<file path="src/rtl/frame_stream_pkg.sv">
// Shared types and raster-geometry helpers for the frame stream transmitter.
package frame_stream_pkg;

  typedef enum logic {IDLE, RUN} state_t;

  function automatic int unsigned total_len(input int unsigned act, input int unsigned fp,
                                            input int unsigned sync, input int unsigned bp);
    return act + fp + sync + bp;
  endfunction

  // Sync window is [lo, hi): it starts right after the front porch.
  function automatic int unsigned sync_lo(input int unsigned act, input int unsigned fp);
    return act + fp;
  endfunction

  function automatic int unsigned sync_hi(input int unsigned act, input int unsigned fp,
                                          input int unsigned sync);
    return act + fp + sync;
  endfunction

endpackage

</file>
<file path="src/rtl/frame_stream_tx_video_timing_gen.sv">
// Raster h/v counters with active/sync/last-pixel decode; counters sit at 0 while disabled.
module video_timing_gen
  import frame_stream_pkg::*;
#(
  parameter int H_ACTIVE = 170,
  parameter int V_ACTIVE = 240,
  parameter int H_FP     = 8,
  parameter int H_SYNC   = 16,
  parameter int H_BP     = 8,
  parameter int V_FP     = 2,
  parameter int V_SYNC   = 2,
  parameter int V_BP     = 2
) (
  input  logic clk,
  input  logic rst,
  input  logic en,
  output logic act,
  output logic hs,
  output logic vs,
  output logic last_pixel
);

  localparam int unsigned H_TOTAL = total_len(H_ACTIVE, H_FP, H_SYNC, H_BP);
  localparam int unsigned V_TOTAL = total_len(V_ACTIVE, V_FP, V_SYNC, V_BP);
  localparam int HW = $clog2(H_TOTAL + 1);
  localparam int VW = $clog2(V_TOTAL + 1);

  localparam logic [HW-1:0] H_ACT  = HW'(H_ACTIVE);
  localparam logic [HW-1:0] H_SLO  = HW'(sync_lo(H_ACTIVE, H_FP));
  localparam logic [HW-1:0] H_SHI  = HW'(sync_hi(H_ACTIVE, H_FP, H_SYNC));
  localparam logic [HW-1:0] H_LAST = HW'(H_TOTAL - 1);
  localparam logic [VW-1:0] V_ACT  = VW'(V_ACTIVE);
  localparam logic [VW-1:0] V_SLO  = VW'(sync_lo(V_ACTIVE, V_FP));
  localparam logic [VW-1:0] V_SHI  = VW'(sync_hi(V_ACTIVE, V_FP, V_SYNC));
  localparam logic [VW-1:0] V_LAST = VW'(V_TOTAL - 1);

  logic [HW-1:0] h_cnt;
  logic [VW-1:0] v_cnt;

  always_ff @(posedge clk or posedge rst) begin
    if (rst) begin
      h_cnt <= '0;
      v_cnt <= '0;
    end else if (!en) begin
      h_cnt <= '0;
      v_cnt <= '0;
    end else if (h_cnt == H_LAST) begin
      h_cnt <= '0;
      v_cnt <= (v_cnt == V_LAST) ? '0 : v_cnt + 1'b1;
    end else begin
      h_cnt <= h_cnt + 1'b1;
    end
  end

  assign act        = en && (h_cnt < H_ACT) && (v_cnt < V_ACT);
  assign hs         = en && (h_cnt >= H_SLO) && (h_cnt < H_SHI);
  assign vs         = en && (v_cnt >= V_SLO) && (v_cnt < V_SHI);
  assign last_pixel = en && (h_cnt == H_LAST) && (v_cnt == V_LAST);

endmodule

</file>
<file path="src/rtl/frame_stream_tx.sv">
// Frame buffer to vsync/hsync/de RGB stream: stage 0 issues BRAM reads, stage 1 aligns timing with returned data.
module frame_stream_tx
  import frame_stream_pkg::*;
#(
  parameter int WIDTH      = 8,
  parameter int H_ACTIVE   = 170,
  parameter int V_ACTIVE   = 240,
  parameter int H_FP       = 8,
  parameter int H_SYNC     = 16,
  parameter int H_BP       = 8,
  parameter int V_FP       = 2,
  parameter int V_SYNC     = 2,
  parameter int V_BP       = 2,
  parameter int ADDR_WIDTH = 16
) (
  input  logic                  clk,
  input  logic                  rst,
  input  logic                  i_start,
  input  logic                  i_continuous,
  output logic                  o_rd_en,
  output logic [ADDR_WIDTH-1:0] o_rd_addr,
  input  logic [3*WIDTH-1:0]    i_rd_data,
  output logic                  o_vsync,
  output logic                  o_hsync,
  output logic                  o_de,
  output logic [WIDTH-1:0]      o_r_data,
  output logic [WIDTH-1:0]      o_g_data,
  output logic [WIDTH-1:0]      o_b_data,
  output logic                  o_busy,
  output logic                  o_frame_done
);

  state_t                state;
  logic [ADDR_WIDTH-1:0] addr;
  logic                  act, hs, vs, last_pixel;
  logic                  de_q, hs_q, vs_q, last_q, done_q, busy_q;

  video_timing_gen #(
    .H_ACTIVE(H_ACTIVE), .V_ACTIVE(V_ACTIVE),
    .H_FP(H_FP), .H_SYNC(H_SYNC), .H_BP(H_BP),
    .V_FP(V_FP), .V_SYNC(V_SYNC), .V_BP(V_BP)
  ) u_timing (
    .clk        (clk),
    .rst        (rst),
    .en         (state == RUN),
    .act        (act),
    .hs         (hs),
    .vs         (vs),
    .last_pixel (last_pixel)
  );

  always_ff @(posedge clk or posedge rst) begin
    if (rst) begin
      state  <= IDLE;
      addr   <= '0;
      de_q   <= 1'b0;
      hs_q   <= 1'b0;
      vs_q   <= 1'b0;
      last_q <= 1'b0;
      done_q <= 1'b0;
      busy_q <= 1'b0;
    end else begin
      de_q   <= act;
      hs_q   <= hs;
      vs_q   <= vs;
      last_q <= last_pixel;
      done_q <= last_q;
      // Busy spans the run plus the two pipeline cycles that drain the final pixel.
      busy_q <= (state == RUN) || last_q || ((state == IDLE) && i_start);
      case (state)
        IDLE: begin
          addr <= '0;
          if (i_start) state <= RUN;
        end
        RUN: begin
          if (last_pixel) begin
            addr <= '0;
            if (!i_continuous) state <= IDLE;
          end else if (act) begin
            addr <= addr + 1'b1;
          end
        end
        default: state <= IDLE;
      endcase
    end
  end

  assign o_rd_en      = act;
  assign o_rd_addr    = addr;
  assign o_de         = de_q;
  assign o_hsync      = hs_q;
  assign o_vsync      = vs_q;
  assign o_busy       = busy_q;
  assign o_frame_done = done_q;
  assign o_r_data     = de_q ? i_rd_data[3*WIDTH-1:2*WIDTH] : '0;
  assign o_g_data     = de_q ? i_rd_data[2*WIDTH-1:WIDTH]   : '0;
  assign o_b_data     = de_q ? i_rd_data[WIDTH-1:0]         : '0;

endmodule

</file>
<file path="config.mk">
export PLATFORM = sky130hd
export DESIGN_NAME = frame_stream_tx
export DESIGN_NICKNAME = d
export VERILOG_FILES = /design/src/rtl/frame_stream_pkg.sv /design/src/rtl/frame_stream_tx_video_timing_gen.sv /design/src/rtl/frame_stream_tx.sv
export SDC_FILE = /design/constraint.sdc
export NUM_CORES = 1
export LEC_CHECK = 0
export CORE_MARGIN = 5
export CORE_UTILIZATION = 49
export CTS_CLUSTER_SIZE = 14
export DETAILED_ROUTE_END_ITERATION = 8
export GPL_TIMING_DRIVEN = 0
export PLACE_DENSITY = 0.95
export SYNTH_ARGS = -nofsm -noshare
export SYNTH_HDL_FRONTEND = slang
export SYNTH_SLANG_ARGS = --single-unit
export TNS_END_PERCENT = 10
</file>
<file path="constraint.sdc">
create_clock -name clk -period 4.79 [get_ports clk]
set_clock_uncertainty 0.05 [all_clocks]
set_input_delay 1.437 -clock clk [delete_from_list [all_inputs] [get_ports clk]]
set_output_delay 1.437 -clock clk [all_outputs]
set_load 0.02 [all_outputs]
</file>
==> metrics.cfg <==
[status]
status=complete, no violations

[placed_design]
dpl.cell_count=351
io_buffer_count=73
place_congestion=0.817
hpwl_um=4140
place_area_um2=3020

[drt]
ant_nets=0
drcViolationCount=0
drt_pass1_iterations=4
drt_wl_total_um=5450
via_per_inst=5.39
vias=1934
wl_per_cell_um=15.2
drtIter0Drc=120

[cells_and_area]
fin_nets=340
n_fill_cell=311
area_delta_synth_final_pct=41.7
seqCellArea_um2=976
fin_cells=359
fin_area_um2=3150
final_util_pct=71.9
diodes=0
multi_input_area_um2=1140
drive_gt1_share_pct=10.1

[critical_path]
end_kind=output port
cp-start-kind=input port
rr_worst_depth=8
worstSetupEndpoint=o_r_data[3]
r2r-end=o_rd_addr[3]
reg2reg_from=u_timing.h_cnt[1]
crit_fanout=1
crit_type=input port to output port
cp_data_required_time_ps=3300
crit_arrival_ps=2660
crit_start=i_rd_data[19]
reg2reg_slack_ps=2870

[global_route]
grt_pass1_vias=1898
grt_start_max_net_pins=40
antenna_found_initial=0
grt_pass1_wl_um=9380
grt.overflow.total=0
grtUsageTotal_pct=19.1

[synth]
syn_nets=260
synth_most_common_cell=dfrtp_1
yosysTopAreaCellShare_pct=43.9
synth_warnings=0
yosysUniqueCellTypes=47
synth-async-reset-ratio_pct=100
synthCells=226
ys_seq_area_share_pct=43.9
synth_edf_count=0
ys_top_cells_by_area=dfrtp_1 (44%), and2_1 (7.0%), xnor2_1 (5.1%), nor2_1 (4.0%), ha_1 (3.4%)
netlist_area_um2=2220
synth_area_leader_cell=dfrtp_1
synth_seq_cells=39
synth_ff_type=dfrtp_1
yosys-top-cells-count=dfrtp_1 (39), and2_1 (25), nor2_1 (24)
synth.avg_cell_area_um2=9.84

[floorplan]
initial_core_util_pct=50.7
die_area_um2=5990
num_rows=24
core_area_um2=4380
die_h_um=77.4
die_width_um=77.4
ios=74

[power]
p_per_area_nw_per_um2=452
leakagePower_nw=1.37
power.total_w=0.00143
peakVddDrop_v=0.000293

[clock_tree]
cts_tree=done
cts_root_buf=clkbuf_8
cts_max_level=2
cts_inserted_buffers=5
clkTransAtPathRegs_ps=80
ctsLongestPathBuffers=2
clk_latency_ps=300
cts_setup_buffers=0
cts_resized=0
clkSinkCount=39
postCtsHoldBufs=0

[timing]
min_period_over_period_pct=86.5
final-hold-violation-count=0
max_freq_ghz=0.241
fin_crit_ps=4140
setup_tns_ps=0
setup_viol=0
slew_viol_final=0
tightest_slew_ps=773
relSlewSlack_pct=48.4
rsz0062_at_grt=false

[hold_path]
hold_path_class=flop to flop
worstHoldStart=last_q

[job]
drv_cap=0

[per-layer routing]
layer	global-route usage [%]	part of all wire, %
met5	0	0
met4	4.98	1.4
met3	4.51	5.0
met2	33.6	53
met1	23.6	40
[stage by stage]
stage                     setup WS, ps  hold WS (ps)
after floorplan                   1650           298
after global placement             702           307
after detailed placement           643           307
after CTS                          638           324
after global routing               622           330
final                              647           320
[flip-flops by register name, summed over array words and instances, names as in the netlist]
name            flops
last_q              1
o_busy              1
o_de                1
o_frame_done        1
o_hsync             1
o_rd_addr          16
o_vsync             1
state               1
u_timing.h_cnt      8
u_timing.v_cnt      8
[cell type report]
class | count | share of cell area, %
buffer | 11 | 2.74
tap | 52 | 2.06
clock buffer | 6 | 2.30
sequential | 39 | 31.0
inverter | 6 | 0.714
multi-input combinational | 170 | 36.2
timing repair buffer | 73 | 23.2
clock inverter | 2 | 1.90
[power by group]
part,internal [W],total (W),switching (W)
registers,0.000398,0.000488,0.0000900
logic,0.000299,0.000612,0.000314
clock network,0.000208,0.000325,0.000117
[placed cells by master, fill, tap and decap left out, types with 2 or more instances in the layout]
cell	instances
and4_1	3
xor2_1	3
nand4_1	4
nor3b_2	3
a21o_1	3
and3_1	7
xnor2_1	13
buf_6	5
and2_1	25
nor2_1	24
nor2b_1	2
clkbuf_1	3
inv_1	5
nand2_1	19
clkbuf_8	5
nor3_1	6
clkdlybuf4s50_1	73
ha_1	6
o21ai_0	5
mux2i_1	5
buf_2	3
nand3_1	8
a21oi_1	3
bufinv_16	2
dfrtp_1	39
o21ai_1	2
nor4_1	7
[kinds of logic after synthesis]
kind of cell / count (synthesis) / synth area share, %
AO/OA/AOI/OAI: 23 / 7.26
XOR/XNOR: 16 / 6.30
adder cells (fa/ha/maj): 6 / 3.37
buffers and inverters: 17 / 4.89
flip-flops: 39 / 43.9
multiplexers: 6 / 2.76
AND/OR/NAND/NOR: 119 / 31.6
[how the worst min path moves through the flow]
stage	to	depth (start not counted)
4_1_cts	o_frame_done	0
2_1_floorplan	o_frame_done	0
6_report	o_frame_done	0
5_1_grt	o_frame_done	0
3_3_place_gp	o_frame_done	0
3_5_place_dp	o_frame_done	0
[worst max-delay path: stages]
cell and delay [ps]:
clkdlybuf4s50_1 460, and2_1 140, clkdlybuf4s50_1 620
(Power assumes the default switching activity.)
